<file path="src/rtl/delay_align_ctrl.sv">
// Calibration sequencer: sweeps the four delay_change settings, scores each by the sum of
// |ref_sig - dly_sig| over 2^LOG2_N enabled samples, and locks onto the lowest-error setting.
module delay_align_ctrl #(
    parameter int LOG2_N = 4,
    parameter int SETTLE = 4
) (
    input  logic                     sys_clk,
    input  logic                     reset,
    input  logic                     sam_clk_en,
    input  logic                     start,
    input  logic signed [17:0]       ref_sig,
    input  logic signed [17:0]       dly_sig,
    output logic [1:0]               delay_change,
    output logic                     busy,
    output logic                     done,
    output logic [18+LOG2_N-1:0]     best_metric,
    output logic [2:0]               o_dbg_state
);

    localparam int ACC_W = 18 + LOG2_N;

    typedef enum logic [2:0] {
        S_IDLE    = 3'd0,
        S_SETTLE  = 3'd1,
        S_ACCUM   = 3'd2,
        S_COMPARE = 3'd3,
        S_DONE    = 3'd4
    } state_t;

    state_t              r_state;
    logic [1:0]          r_d;
    logic [1:0]          r_best_idx;
    logic [3:0]          r_settle_cnt;
    logic [LOG2_N-1:0]   r_acc_cnt;
    logic [ACC_W-1:0]    r_acc;
    logic [ACC_W-1:0]    r_best;

    logic signed [18:0]  w_diff;
    logic signed [18:0]  w_neg;
    logic [17:0]         w_abs;
    logic                w_better;
    logic                w_settle_last;
    logic                w_acc_last;

    // 19-bit difference cannot overflow; its magnitude always fits in 18 bits (max 262143).
    assign w_diff        = {ref_sig[17], ref_sig} - {dly_sig[17], dly_sig};
    assign w_neg         = -w_diff;
    assign w_abs         = w_diff[18] ? w_neg[17:0] : w_diff[17:0];
    assign w_better      = (r_acc < r_best);
    assign w_settle_last = (r_settle_cnt == 4'(SETTLE - 1));
    assign w_acc_last    = &r_acc_cnt;
    assign o_dbg_state   = r_state;

    always_ff @(posedge sys_clk or posedge reset) begin
        if (reset) begin
            r_state      <= S_IDLE;
            r_d          <= 2'd0;
            r_best_idx   <= 2'd0;
            r_settle_cnt <= 4'd0;
            r_acc_cnt    <= '0;
            r_acc        <= '0;
            r_best       <= '0;
            delay_change <= 2'd0;
            busy         <= 1'b0;
            done         <= 1'b0;
            best_metric  <= '0;
        end else begin
            case (r_state)
                S_IDLE: begin
                    if (start) begin
                        r_state      <= S_SETTLE;
                        r_d          <= 2'd0;
                        delay_change <= 2'd0;
                        r_settle_cnt <= 4'd0;
                        r_acc_cnt    <= '0;
                        r_acc        <= '0;
                        r_best       <= '1;
                        r_best_idx   <= 2'd0;
                        busy         <= 1'b1;
                    end
                end
                S_SETTLE: begin
                    if (sam_clk_en) begin
                        r_settle_cnt <= r_settle_cnt + 4'd1;
                        if (w_settle_last) begin
                            r_state <= S_ACCUM;
                        end
                    end
                end
                S_ACCUM: begin
                    if (sam_clk_en) begin
                        r_acc     <= r_acc + ACC_W'(w_abs);
                        r_acc_cnt <= r_acc_cnt + 1'b1;
                        if (w_acc_last) begin
                            r_state <= S_COMPARE;
                        end
                    end
                end
                S_COMPARE: begin
                    // Strict compare: on a tie the earlier (smaller) delay wins.
                    if (w_better) begin
                        r_best     <= r_acc;
                        r_best_idx <= r_d;
                    end
                    if (r_d != 2'd3) begin
                        r_d          <= r_d + 2'd1;
                        delay_change <= r_d + 2'd1;
                        r_acc        <= '0;
                        r_acc_cnt    <= '0;
                        r_settle_cnt <= 4'd0;
                        r_state      <= S_SETTLE;
                    end else begin
                        // Commit on entry to DONE so results are valid while done is high.
                        delay_change <= w_better ? r_d : r_best_idx;
                        best_metric  <= w_better ? r_acc : r_best;
                        done         <= 1'b1;
                        r_state      <= S_DONE;
                    end
                end
                S_DONE: begin
                    done    <= 1'b0;
                    busy    <= 1'b0;
                    r_state <= S_IDLE;
                end
                default: begin
                    r_state <= S_IDLE;
                    busy    <= 1'b0;
                    done    <= 1'b0;
                end
            endcase
        end
    end

endmodule

</file>
<file path="config.mk">
export PLATFORM = sky130hd
export DESIGN_NAME = delay_align_ctrl
export DESIGN_NICKNAME = d
export VERILOG_FILES = /design/src/rtl/delay_align_ctrl.sv
export SDC_FILE = /design/constraint.sdc
export NUM_CORES = 1
export LEC_CHECK = 0
export CORE_MARGIN = 1
export CORE_UTILIZATION = 52
export CTS_CLUSTER_SIZE = 12
export DETAILED_ROUTE_END_ITERATION = 6
export PLACE_DENSITY = 0.77
export REMOVE_ABC_BUFFERS = 1
export SYNTH_ARGS = -nofsm -noshare
export SYNTH_HDL_FRONTEND = slang
export SYNTH_SLANG_ARGS = --single-unit
</file>
<file path="constraint.sdc">
create_clock -name sys_clk -period 3.1 [get_ports sys_clk]
set_input_delay 0.465 -clock sys_clk [delete_from_list [all_inputs] [get_ports sys_clk]]
set_output_delay 0.465 -clock sys_clk [all_outputs]
set_load 0.02 [all_outputs]
</file>
==> impl_results.md, run 1 <==
* Flop-to-flop setup slack at -0.12 ns
* Clock Skew at 0.0113 ns
* Async set-reset flop share out of synthesis at 100%
* Pre-Repair DR Iteration Count at 7
* Tmin final at 4.61 ns
* Filler cell count at 622
* DR WL/cell at 18.8 µm
* Max-cap violation count at 0
* Failing checks: DRC, setup timing
* Min-delay src: best_metric[19]$_DFFE_PP0P_
* Setup TNS at -24.27 ns
* CP startpoint kind: input pin
* Reg clk slew, reported paths at roughly 0.06 ns
* Antenna diode count at 0
* Slew margin rel. at 60.5%
* Reg-to-Reg Start: r_best[11]$_DFFE_PP0P_
* CP Capture Type: flop
* Tcrit/Tclk final at 149%
* Crit-path max cell delay at ~0.5 ns
* IO Pins at 69
* Total grt overflow at 0
* Slowest cell on crit path: or4_1
* Final Max Tran Viols at 0
* Die area at 12500 µm²
* CTS Hold Bufs at 0
* Dominant synthesized flop cell: dfrtp_1
* RSZ-0062 raised after global routing: true
* TritonCTS clock tree: yes
* Antenna violations before repair at 0
* Register area share after synthesis at 34.0%
* Pin count of the biggest net entering global routing at 86
* Layout cells sized above 1 at 30.5%
* H-tree Lvls at 3
* Worst setup path class: in2reg
* Rows at 39
* Root Buffer: clkbuf_16
* DP HPWL at 12.1 mm
* Post-Syn Area at 6250 µm²
* GPL Wtd Cong at about 0.9
* VDD IR max at 0.274 mV
* Number of synthesized flops with an enable pin at 0
* Total wire length at between 20 and 25 mm
* Overall Global Routing Usage at 29.5%
* Mean area per synthesized cell at 8.40 µm²
* Area grow syn2layout at 51.1%
* Worst skew pair latency at about 0.35 ns
* Reg2Reg Depth at 12
* Slew @ Worst Pin at just under 0.6 ns
* Clock sink count at 85
* Clk buf depth at 2
* Fin nets at 1074
* Hold Crit Class: reg2reg
* Num CTS Buffers at 9
* Vias after detailed routing at 6896
* Initial Utilization at 54.0%
* First-pass GRT wire length at 30.0 mm
* Count leader, synth: dfrtp_1
* ANT nets after route at 0
* Initial DRC Count at roughly 830
* Synth Register Bits at 85
* Mapped Cells at 744
* Worst Path Max Fanout at 5
* Worst setup path startpoint: ref_sig[0]
* Library cells used by synthesis at 54
* Most frequent cells after synthesis: dfrtp_1 (85), o21ai_0 (82), nand2_1 (68)
* Fin cells at 1117
* Final hold vios at 0
* Design area at 9440 µm²
* WP data required at roughly 3.4 ns
* Critical Path AT at between 4 and 5 ns
* DP Worst Slack at -2.30 ns
* Synth area leader: dfrtp_1
* Leak pwr at 0.00463 µW
* Core ar. at 11600 µm²
* Min-Delay Endpoint: best_metric[19]$_DFFE_PP0P_
* Area share of the leading cell type in the synthesized netlist at 34.0%
* Status: complete, but fails checks
* Power per cell area at about 590 nW/µm²
* Hold Slack at 0.477 ns
* Port Buffers at between 60 and 70
* Die width at ~110 µm
* Fmax at 0.217 GHz
* Main area contributors after synthesis: dfrtp_1 (34%), ha_1 (13%), o21ai_0 (6.6%)
* Die Y at 112 µm
* DP Area at 8030 µm²
* Final setup vio count at 47
* Inst Count DP at 1062
* Vias per cell at ~6.2
* FF-to-FF End: r_best[19]$_DFFE_PP0P_
* Vias in the first global route at 6635
* PnR worst setup slack at -1.51 ns
* Hold Path Cell Cnt at 2
* Yosys warning count at 0
* Drt drc at 6
-- metrics by stage --
step	total power, µW	util (%)
after floorplan	2790	-
after global placement	3530	69.4
after detailed placement	3680	69.4
after CTS	5060	77.0
after global routing	5830	81.6
final	5560	81.6
-- metal layers --
| metal | up-vias | routed length, µm | global-route usage, % | share of wire [%] |
|---|---|---|---|---|
| li1 | 3104 | - | - | - |
| met1 | 3270 | 7470 | 33.5 | 35 |
| met2 | 396 | 10800 | 53.8 | 51 |
| met3 | 126 | 1420 | 3.86 | 6.7 |
| met4 | 0 | 1390 | 15.9 | 6.6 |
| met5 | - | 0 | 0 | 0 |
-- worst max-delay path: cells and delay by family --
family	cells	cell delay, ns
xor+xnor	1	0.14
buf+inv	5	0.52
fa+ha+maj	3	0.81
compound gates	8	1.65
simple gates	8	1.29
-- worst max path at each step --
stage	end	cells after the start	slack, ns
final	r_acc[20]$_DFFE_PP0P_	25	-1.51
after global routing	r_acc[20]$_DFFE_PP0P_	25	-1.66
after CTS	r_acc[20]$_DFFE_PP0P_	23	-1.22
after detailed placement	r_acc[20]$_DFFE_PP0P_	24	-2.30
after global placement	r_acc[20]$_DFFE_PP0P_	24	-2.10
after floorplan	r_best[0]$_DFFE_PP0P_	9	-3.36
-- registers in the layout (all words and copies together), names as in the netlist --
signal and cells:
o_dbg_state 3, r_settle_cnt 4, r_acc 22, r_d 2, busy 1, r_best 22
done 1, r_best_idx 2, delay_change 2, r_acc_cnt 4, best_metric 22
-- cells in the final DEF, fill, tap and decap left out, drive strengths merged, types with 6 or more instances in the layout --
cell           synthesis  routed
a21o                  20      20
a21oi                 61      61
a31oi                 10      10
buf                    7     169
clkbuf                17      16
clkdlybuf4s50          0      44
dfrtp                 85      85
dlygate4sd2            0      13
dlymetal6s2s           0       7
ha                    63      63
inv                   64      63
mux2i                  6       6
nand2                 68      68
nand2b                11      11
nand3                 13      13
nand4                  6       6
nor2                  62      62
nor2b                  6       6
nor3                  19      19
o211ai                 9       9
o21a                  12      12
o21ai                 85      85
o22a                  22      22
or4                    9       9
xnor2                 25      25
xor2                  16      16
-- report_power, final --
part / internal, µW / leakage (µW) / switching, µW
logic: 1380 / 0.00336 / 1460
registers: 1330 / 0.00110 / 191
clock network: 751 / 0.000166 / 443
-- what timing repair did --
item / 4_1_cts / 5_1_grt
buffers inserted: 21 / 18
resized for setup: 113 / 89
setup endpoints to repair: 21 / 49
pin swaps: 66 / 47
cloned: 0 / 3
hold endpoints to repair: 0 / 0
-- cell families (layout without fill, tap and decap cells) --
| group | Yosys count | count (layout) | share of synthesized area [%] |
|---|---|---|---|
| and+or+nand+nor | 213 | 213 | 15.9 |
| adders and majority gates | 65 | 65 | 13.3 |
| muxes | 6 | 6 | 0.961 |
| buffers and inverters | 88 | 318 | 5.53 |
| DFF | 85 | 85 | 34.0 |
| AOI/OAI and AO/OA | 246 | 246 | 24.6 |
| xor gates and xnor gates | 41 | 41 | 5.75 |
-- area by class of cell --
type / count / area, µm² / share of cell area, %
Sequential cell: 85 / 2130 / 22.5
Tap cell: 143 / 179 / 1.90
Timing Repair Buffer: 238 / 2110 / 22.4
Clock inverter: 5 / 82.6 / 0.875
Clock buffer: 11 / 253 / 2.68
Inverter: 64 / 244 / 2.58
Multi-Input combinational cell: 571 / 4440 / 47.0
Power figures use the tool's default switching activity.
==> run 2: changes to the inputs <==
CTS_CLUSTER_SIZE = 16   (was 12)
==> results of run 2 <==
Same layout as run 1: the final DEF is identical, and so are final timing and power.
